## config.mk

```make
export PLATFORM = sky130hd
export DESIGN_NAME = load_store_unit
export DESIGN_NICKNAME = d
export VERILOG_FILES = /design/src/rtl/load_store_unit_pkg.sv /design/src/rtl/load_store_unit_load_align.sv /design/src/rtl/load_store_unit.sv
export SDC_FILE = /design/constraint.sdc
export NUM_CORES = 1
export LEC_CHECK = 0
export CORE_AREA = 3 3 140 142
export DETAILED_ROUTE_END_ITERATION = 16
export DIE_AREA = 0 0 143 145
export PLACE_DENSITY = 0.76
export SYNTH_ARGS = -nofsm -noshare
export SYNTH_HDL_FRONTEND = slang
export SYNTH_HIERARCHICAL = 1
export SYNTH_SLANG_ARGS = --single-unit
```

## constraint.sdc

```tcl
create_clock -name ip_clk -period 2.09 [get_ports ip_clk]
set_clock_uncertainty 0.2 [all_clocks]
set_input_delay 0.209 -clock ip_clk [delete_from_list [all_inputs] [get_ports ip_clk]]
set_output_delay 0.209 -clock ip_clk [all_outputs]
set_load 0.02 [all_outputs]
```

## src/rtl/load_store_unit_pkg.sv

```systemverilog
// Shared definitions for the load/store unit: funct3 codes, FSM encoding,
// byte-enable constants, the registered-op record and the legality check.
package load_store_unit_pkg;

  localparam logic [2:0] F3_LB  = 3'b000;
  localparam logic [2:0] F3_LH  = 3'b001;
  localparam logic [2:0] F3_LW  = 3'b010;
  localparam logic [2:0] F3_LBU = 3'b100;
  localparam logic [2:0] F3_LHU = 3'b101;
  localparam logic [2:0] F3_SB  = 3'b000;
  localparam logic [2:0] F3_SH  = 3'b001;
  localparam logic [2:0] F3_SW  = 3'b010;

  localparam logic [3:0] BE_BYTE = 4'b0001;
  localparam logic [3:0] BE_HALF = 4'b0011;
  localparam logic [3:0] BE_WORD = 4'b1111;

  typedef enum logic [1:0] {
    ST_IDLE  = 2'd0,
    ST_REQ   = 2'd1,
    ST_WB    = 2'd2,
    ST_FAULT = 2'd3
  } lsu_state_e;

  typedef struct packed {
    logic        we;
    logic [2:0]  funct3;
    logic [31:0] addr;
    logic [31:0] data;
    logic [4:0]  rd;
  } lsu_op_t;

  // funct3[1:0] is the access size; funct3[2] (unsigned) is only legal on sub-word loads.
  function automatic logic op_illegal(input logic we, input logic [2:0] f3, input logic [1:0] a);
    case (f3[1:0])
      2'b00:   op_illegal = we & f3[2];
      2'b01:   op_illegal = (we & f3[2]) | a[0];
      2'b10:   op_illegal = f3[2] | (a != 2'b00);
      default: op_illegal = 1'b1;
    endcase
  endfunction

endpackage

```

## src/rtl/load_store_unit_load_align.sv

```systemverilog
// Load data extraction: picks the byte/half out of the read word by address
// and sign- or zero-extends it according to funct3.
module lsu_load_align
  import load_store_unit_pkg::*;
(
  input  logic [31:0] rdata,
  input  logic [1:0]  addr,
  input  logic [2:0]  funct3,
  output logic [31:0] result
);

  logic [31:0] shifted;
  logic [7:0]  b;
  logic [15:0] h;
  logic        sext;

  always_comb begin
    shifted = rdata >> {addr, 3'b000};
    b       = shifted[7:0];
    h       = addr[1] ? rdata[31:16] : rdata[15:0];
    sext    = ~funct3[2];
    result  = rdata;
    case (funct3[1:0])
      2'b00:   result = {{24{b[7] & sext}}, b};
      2'b01:   result = {{16{h[15] & sext}}, h};
      default: result = rdata;
    endcase
  end

endmodule

```

## src/rtl/load_store_unit.sv

```systemverilog
// Memory-stage load/store unit: accepts one op from execute, checks alignment,
// runs a req/ack transaction with timeout, and returns extended load data.
module load_store_unit
  import load_store_unit_pkg::*;
#(
  parameter logic [7:0] TIMEOUT = 8'd64
) (
  input  logic        ip_clk,
  input  logic        ip_rst_n,
  input  logic        ip_valid,
  input  logic        ip_mem_write,
  input  logic [2:0]  ip_funct3,
  input  logic [31:0] ip_addr,
  input  logic [31:0] ip_store_data,
  input  logic [4:0]  ip_rd,
  input  logic        ip_mem_ack,
  input  logic        ip_mem_err,
  input  logic [31:0] ip_mem_rdata,
  output logic        op_mem_req,
  output logic        op_mem_we,
  output logic [31:0] op_mem_addr,
  output logic [31:0] op_mem_wdata,
  output logic [3:0]  op_mem_be,
  output logic        op_stall,
  output logic        op_done,
  output logic        op_wb_valid,
  output logic [4:0]  op_wb_rd,
  output logic [31:0] op_wb_data,
  output logic        op_misaligned,
  output logic        op_access_fault,
  output logic [31:0] op_fault_addr
);

  lsu_state_e  state, state_nxt;
  lsu_op_t     op;
  logic [7:0]  cnt;
  logic        fault_mis;
  logic        accept, illegal;
  logic [3:0]  be;
  logic [31:0] wdata, ld_data;

  assign accept  = (state == ST_IDLE) & ip_valid;
  assign illegal = op_illegal(ip_mem_write, ip_funct3, ip_addr[1:0]);

  lsu_load_align u_align (
    .rdata  (ip_mem_rdata),
    .addr   (op.addr[1:0]),
    .funct3 (op.funct3),
    .result (ld_data)
  );

  // Store lane steering from the registered op; loads read the whole word.
  always_comb begin
    be    = BE_WORD;
    wdata = '0;
    if (op.we) begin
      case (op.funct3[1:0])
        2'b00: begin
          be    = BE_BYTE << op.addr[1:0];
          wdata = {4{op.data[7:0]}};
        end
        2'b01: begin
          be    = op.addr[1] ? {BE_HALF[1:0], 2'b00} : BE_HALF;
          wdata = {2{op.data[15:0]}};
        end
        default: begin
          be    = BE_WORD;
          wdata = op.data;
        end
      endcase
    end
  end

  always_comb begin
    state_nxt       = state;
    op_mem_req      = 1'b0;
    op_mem_we       = 1'b0;
    op_mem_addr     = '0;
    op_mem_wdata    = '0;
    op_mem_be       = '0;
    op_done         = 1'b0;
    op_wb_valid     = 1'b0;
    op_misaligned   = 1'b0;
    op_access_fault = 1'b0;
    case (state)
      ST_IDLE: if (ip_valid) state_nxt = illegal ? ST_FAULT : ST_REQ;
      ST_REQ: begin
        op_mem_req   = 1'b1;
        op_mem_we    = op.we;
        op_mem_addr  = {op.addr[31:2], 2'b00};
        op_mem_wdata = wdata;
        op_mem_be    = be;
        // ack beats a coincident timeout; err beats data
        if (ip_mem_ack)                  state_nxt = ip_mem_err ? ST_FAULT : ST_WB;
        else if (cnt == TIMEOUT - 8'd1)  state_nxt = ST_FAULT;
      end
      ST_WB: begin
        op_done     = 1'b1;
        op_wb_valid = ~op.we & (op.rd != 5'd0);
        state_nxt   = ST_IDLE;
      end
      default: begin
        op_misaligned   = fault_mis;
        op_access_fault = ~fault_mis;
        state_nxt       = ST_IDLE;
      end
    endcase
  end

  // Gated by reset so stall is low while the unit is held in reset.
  assign op_stall = ip_rst_n & (accept | (state == ST_REQ));

  always_ff @(posedge ip_clk or negedge ip_rst_n) begin
    if (!ip_rst_n) begin
      state         <= ST_IDLE;
      op            <= '0;
      cnt           <= '0;
      fault_mis     <= 1'b0;
      op_wb_rd      <= '0;
      op_wb_data    <= '0;
      op_fault_addr <= '0;
    end else begin
      state <= state_nxt;
      if (accept) begin
        op        <= '{we: ip_mem_write, funct3: ip_funct3, addr: ip_addr,
                       data: ip_store_data, rd: ip_rd};
        cnt       <= '0;
        fault_mis <= illegal;
      end
      if (state == ST_REQ) cnt <= cnt + 8'd1;
      if (state_nxt == ST_WB) begin
        op_wb_rd   <= op.rd;
        op_wb_data <= ld_data;
      end
      if (state_nxt == ST_FAULT)
        op_fault_addr <= (state == ST_IDLE) ? ip_addr : op.addr;
    end
  end

endmodule

```

==> run_results.csv <==
group,metric,value,unit
routing,post_drt_wl_per_cell,21.4,um
timing,drv_slew,0,
layout,area_growth,60.7,%
placement,io_buffers,251,
timing,worstMarginPinSlew,0.853,ns
timing,slew_headroom,43.2,%
global_routing,grt.overflow.total,0,
timing,post-route-period-util,108,%
critical_path,cpMaxStageDelayCell,"or4_4",
floorplanning,ios,254,
timing,fin_hold_ws,0.198,ns
layout,fillCellCount,1351,
worst_hold_path,worst_hold_path_type,"in2reg",
placement,placed_area,0.0108,mm^2
yosys,yosysSeqAreaShare,49.7,%
global_routing,antenna_found_initial,2,
critical_path,start_kind,"register",
timing,tns,-12.40,ns
power,p_leak,0.00542,uW
routing,first_pass_iters,4,
layout,diodes,0,
yosys,synth.distinct_cells,51,
yosys,yosysWarnings,6,
timing,setup_viol,127,
power,power,21000,uW
critical_path,cp.arrival,2.36,ns
placement,gp_congestion,0.858,
critical_path,cp_max_fo,14,
routing,ant_nets,0,
routing,drtIter0Drc,294,
power,peakVddDrop,0.974,mV
yosys,avgSynthCellArea,12.2,um^2
global_routing,grt_usage,22.7,%
yosys,synth_most_common_cell,"dfrtp_1",
flow_run,maxCapViolCount,0,
critical_path,cp-end-kind,"register",
critical_path,worst-path-buf-inv,1,
power,power_density,1690,mW/mm^2
yosys,synth_edf_count,0,
yosys,synth.area.top_cells,"dfrtp_1, mux2_2, mux2_1",
global_routing,grt_pass1_wl,36400,um
floorplanning,core-area,0.0186,mm^2
floorplanning,die_x,143,um
layout,drive_gt1_share,44.4,%
critical_path,required,2.19,ns
clock_tree,numCtsBuffers,17,
layout,multi_input_area,0.00413,mm^2
floorplanning,die_h,145,um
timing,layout_setup_ws,-0.168,ns
routing,route.detailed.drc,0,
global_routing,grt_pass1_vias,6423,
floorplanning,rows,50,
global_routing,grt_max_degree,154,
yosys,ys.flop_type,"dfrtp_1",
routing,drt-vias-per-instance,5.35,
clock_tree,clock_path_buffers,2,
critical_path,slowest_delay,0.45,ns
critical_path,crit_type,"reg2reg",
status,violations,"setup timing",
clock_tree,cts_tree,"built",
floorplanning,die_area,0.0207,mm^2
critical_path,path_cells,"or3b_4 > or4_4 > o21ai_4 > buf_12 > mux2_1",
clock_tree,htreeDepth,4,
timing,finalHoldViolCount,0,
clock_tree,cts.sinks,153,
layout,regArea,0.00383,mm^2
status,status,"finished, violations left",
routing,vias,6353,
clock_tree,clk_pin_slew,0.06,ns
layout,nNetsFinal,1052,
critical_path,crit_family,"simple AND/OR/NAND/NOR gates",
yosys,synthTopCellsByCount,"dfrtp_1, mux2_2, nand2_1",
timing,period_minus_slack,2.26,ns
routing,routed_wl,25400,um
yosys,ys_seq_elements,153,
floorplanning,initial_core_util,41.5,%
placement,post-place-ws,-0.418,ns
placement,hpwl,16100,um
yosys,synth-async-reset-ratio,100,%
yosys,syn_area,0.00771,mm^2
yosys,synthCells,634,
clock_tree,clock_latency,0.42,ns
clock_tree,cts_root_buf,"clkbuf_16",
timing,rsz0062_at_grt,"true",
yosys,yosysTopAreaCell,"dfrtp_1",
timing,fmax,443,MHz
layout,stdcell_area,0.0124,mm^2
yosys,synthDominantCellAreaShare,49.7,%
-- power breakdown --
part | total (uW) | switching (uW) | internal, uW | leakage (uW)
sequential | 5530 | 1090 | 4430 | 0.00183
clock | 3060 | 1300 | 1750 | 0.000278
combinational | 12400 | 5740 | 6660 | 0.00331
-- stage by stage --
stage	instances	util (%)
5_1_grt	1188	66.7
3_3_place_gp	1124	58.0
3_5_place_dp	1124	58.0
2_1_floorplan	635	-
6_report	1188	66.7
4_1_cts	1168	61.6
-- timing repair --
| action | CTS | global route |
|---|---|---|
| hold buffers | 1 | 0 |
| setup endpoints to repair | 140 | 134 |
| gates cloned | 5 | 12 |
| buffers inserted | 6 | 9 |
| hold endpoints to repair | 153 | 0 |
| gates resized for setup | 355 | 185 |
| pin swaps | 1 | 19 |
-- metal layers --
| layer | routed length, um | part of all wire (%) | track usage, % |
|---|---|---|---|
| met5 | 27 | 0.11 | 0 |
| met2 | 12300 | 48 | 36.6 |
| met3 | 2060 | 8.1 | 8.37 |
| met1 | 10400 | 41 | 28.3 |
| met4 | 651 | 2.6 | 7.18 |
-- layout make-up --
cell class	count	area share [%]
Tap cell	234	2.36
Sequential cell	153	30.9
Timing Repair Buffer	331	28.6
Multi-Input combinational cell	434	33.3
Inverter	4	0.141
Clock inverter	11	0.889
Clock buffer	21	3.80
-- logic make-up (layout without fill, tap and decap cells) --
family	Yosys count	after routing	share of synthesized area, %
compound gates	90	90	8.47
xor+xnor	1	1	0.114
fa+ha+maj	1	1	0.162
buf+inv	48	367	3.21
flops	153	153	49.7
mux	201	201	29.1
other cells	1	2	0.0486
simple gates	139	139	9.19
-- worst paths after layout --
kind / slack [ns] / cells after the start / to / startpoint
worst max-delay path: -0.17 / 5 / op_fault_addr[25] / state[1]
max in group asynchronous: 0.72 / 3 / op[70] / ip_rst_n
worst min register to register: 0.29 / 1 / op_fault_addr[26] / op_fault_addr[26]
min in group asynchronous: 0.32 / 3 / op_wb_data[3] / ip_rst_n
worst min-delay path: 0.20 / 2 / op[24] / ip_store_data[19]
worst max register to register: -0.17 / 5 / op_fault_addr[25] / state[1]
-- registers in the layout, summed over array words and instances (netlist names) --
signal,flops
op_wb_rd,5
cnt,8
op_wb_data,32
fault_mis,1
op_fault_addr,32
op,73
state,2
-- placed cells by master (no fill, tap or decap), types with 18 or more instances in the layout --
master	n
clkdlybuf4s50_1	177
dfrtp_1	150
mux2_2	108
buf_4	59
mux2_4	53
buf_6	51
nand2_1	42
clkbuf_16	27
mux2i_1	26
o21ai_0	23
and2_4	18
Note: power is estimated with default switching activity, not from simulation.
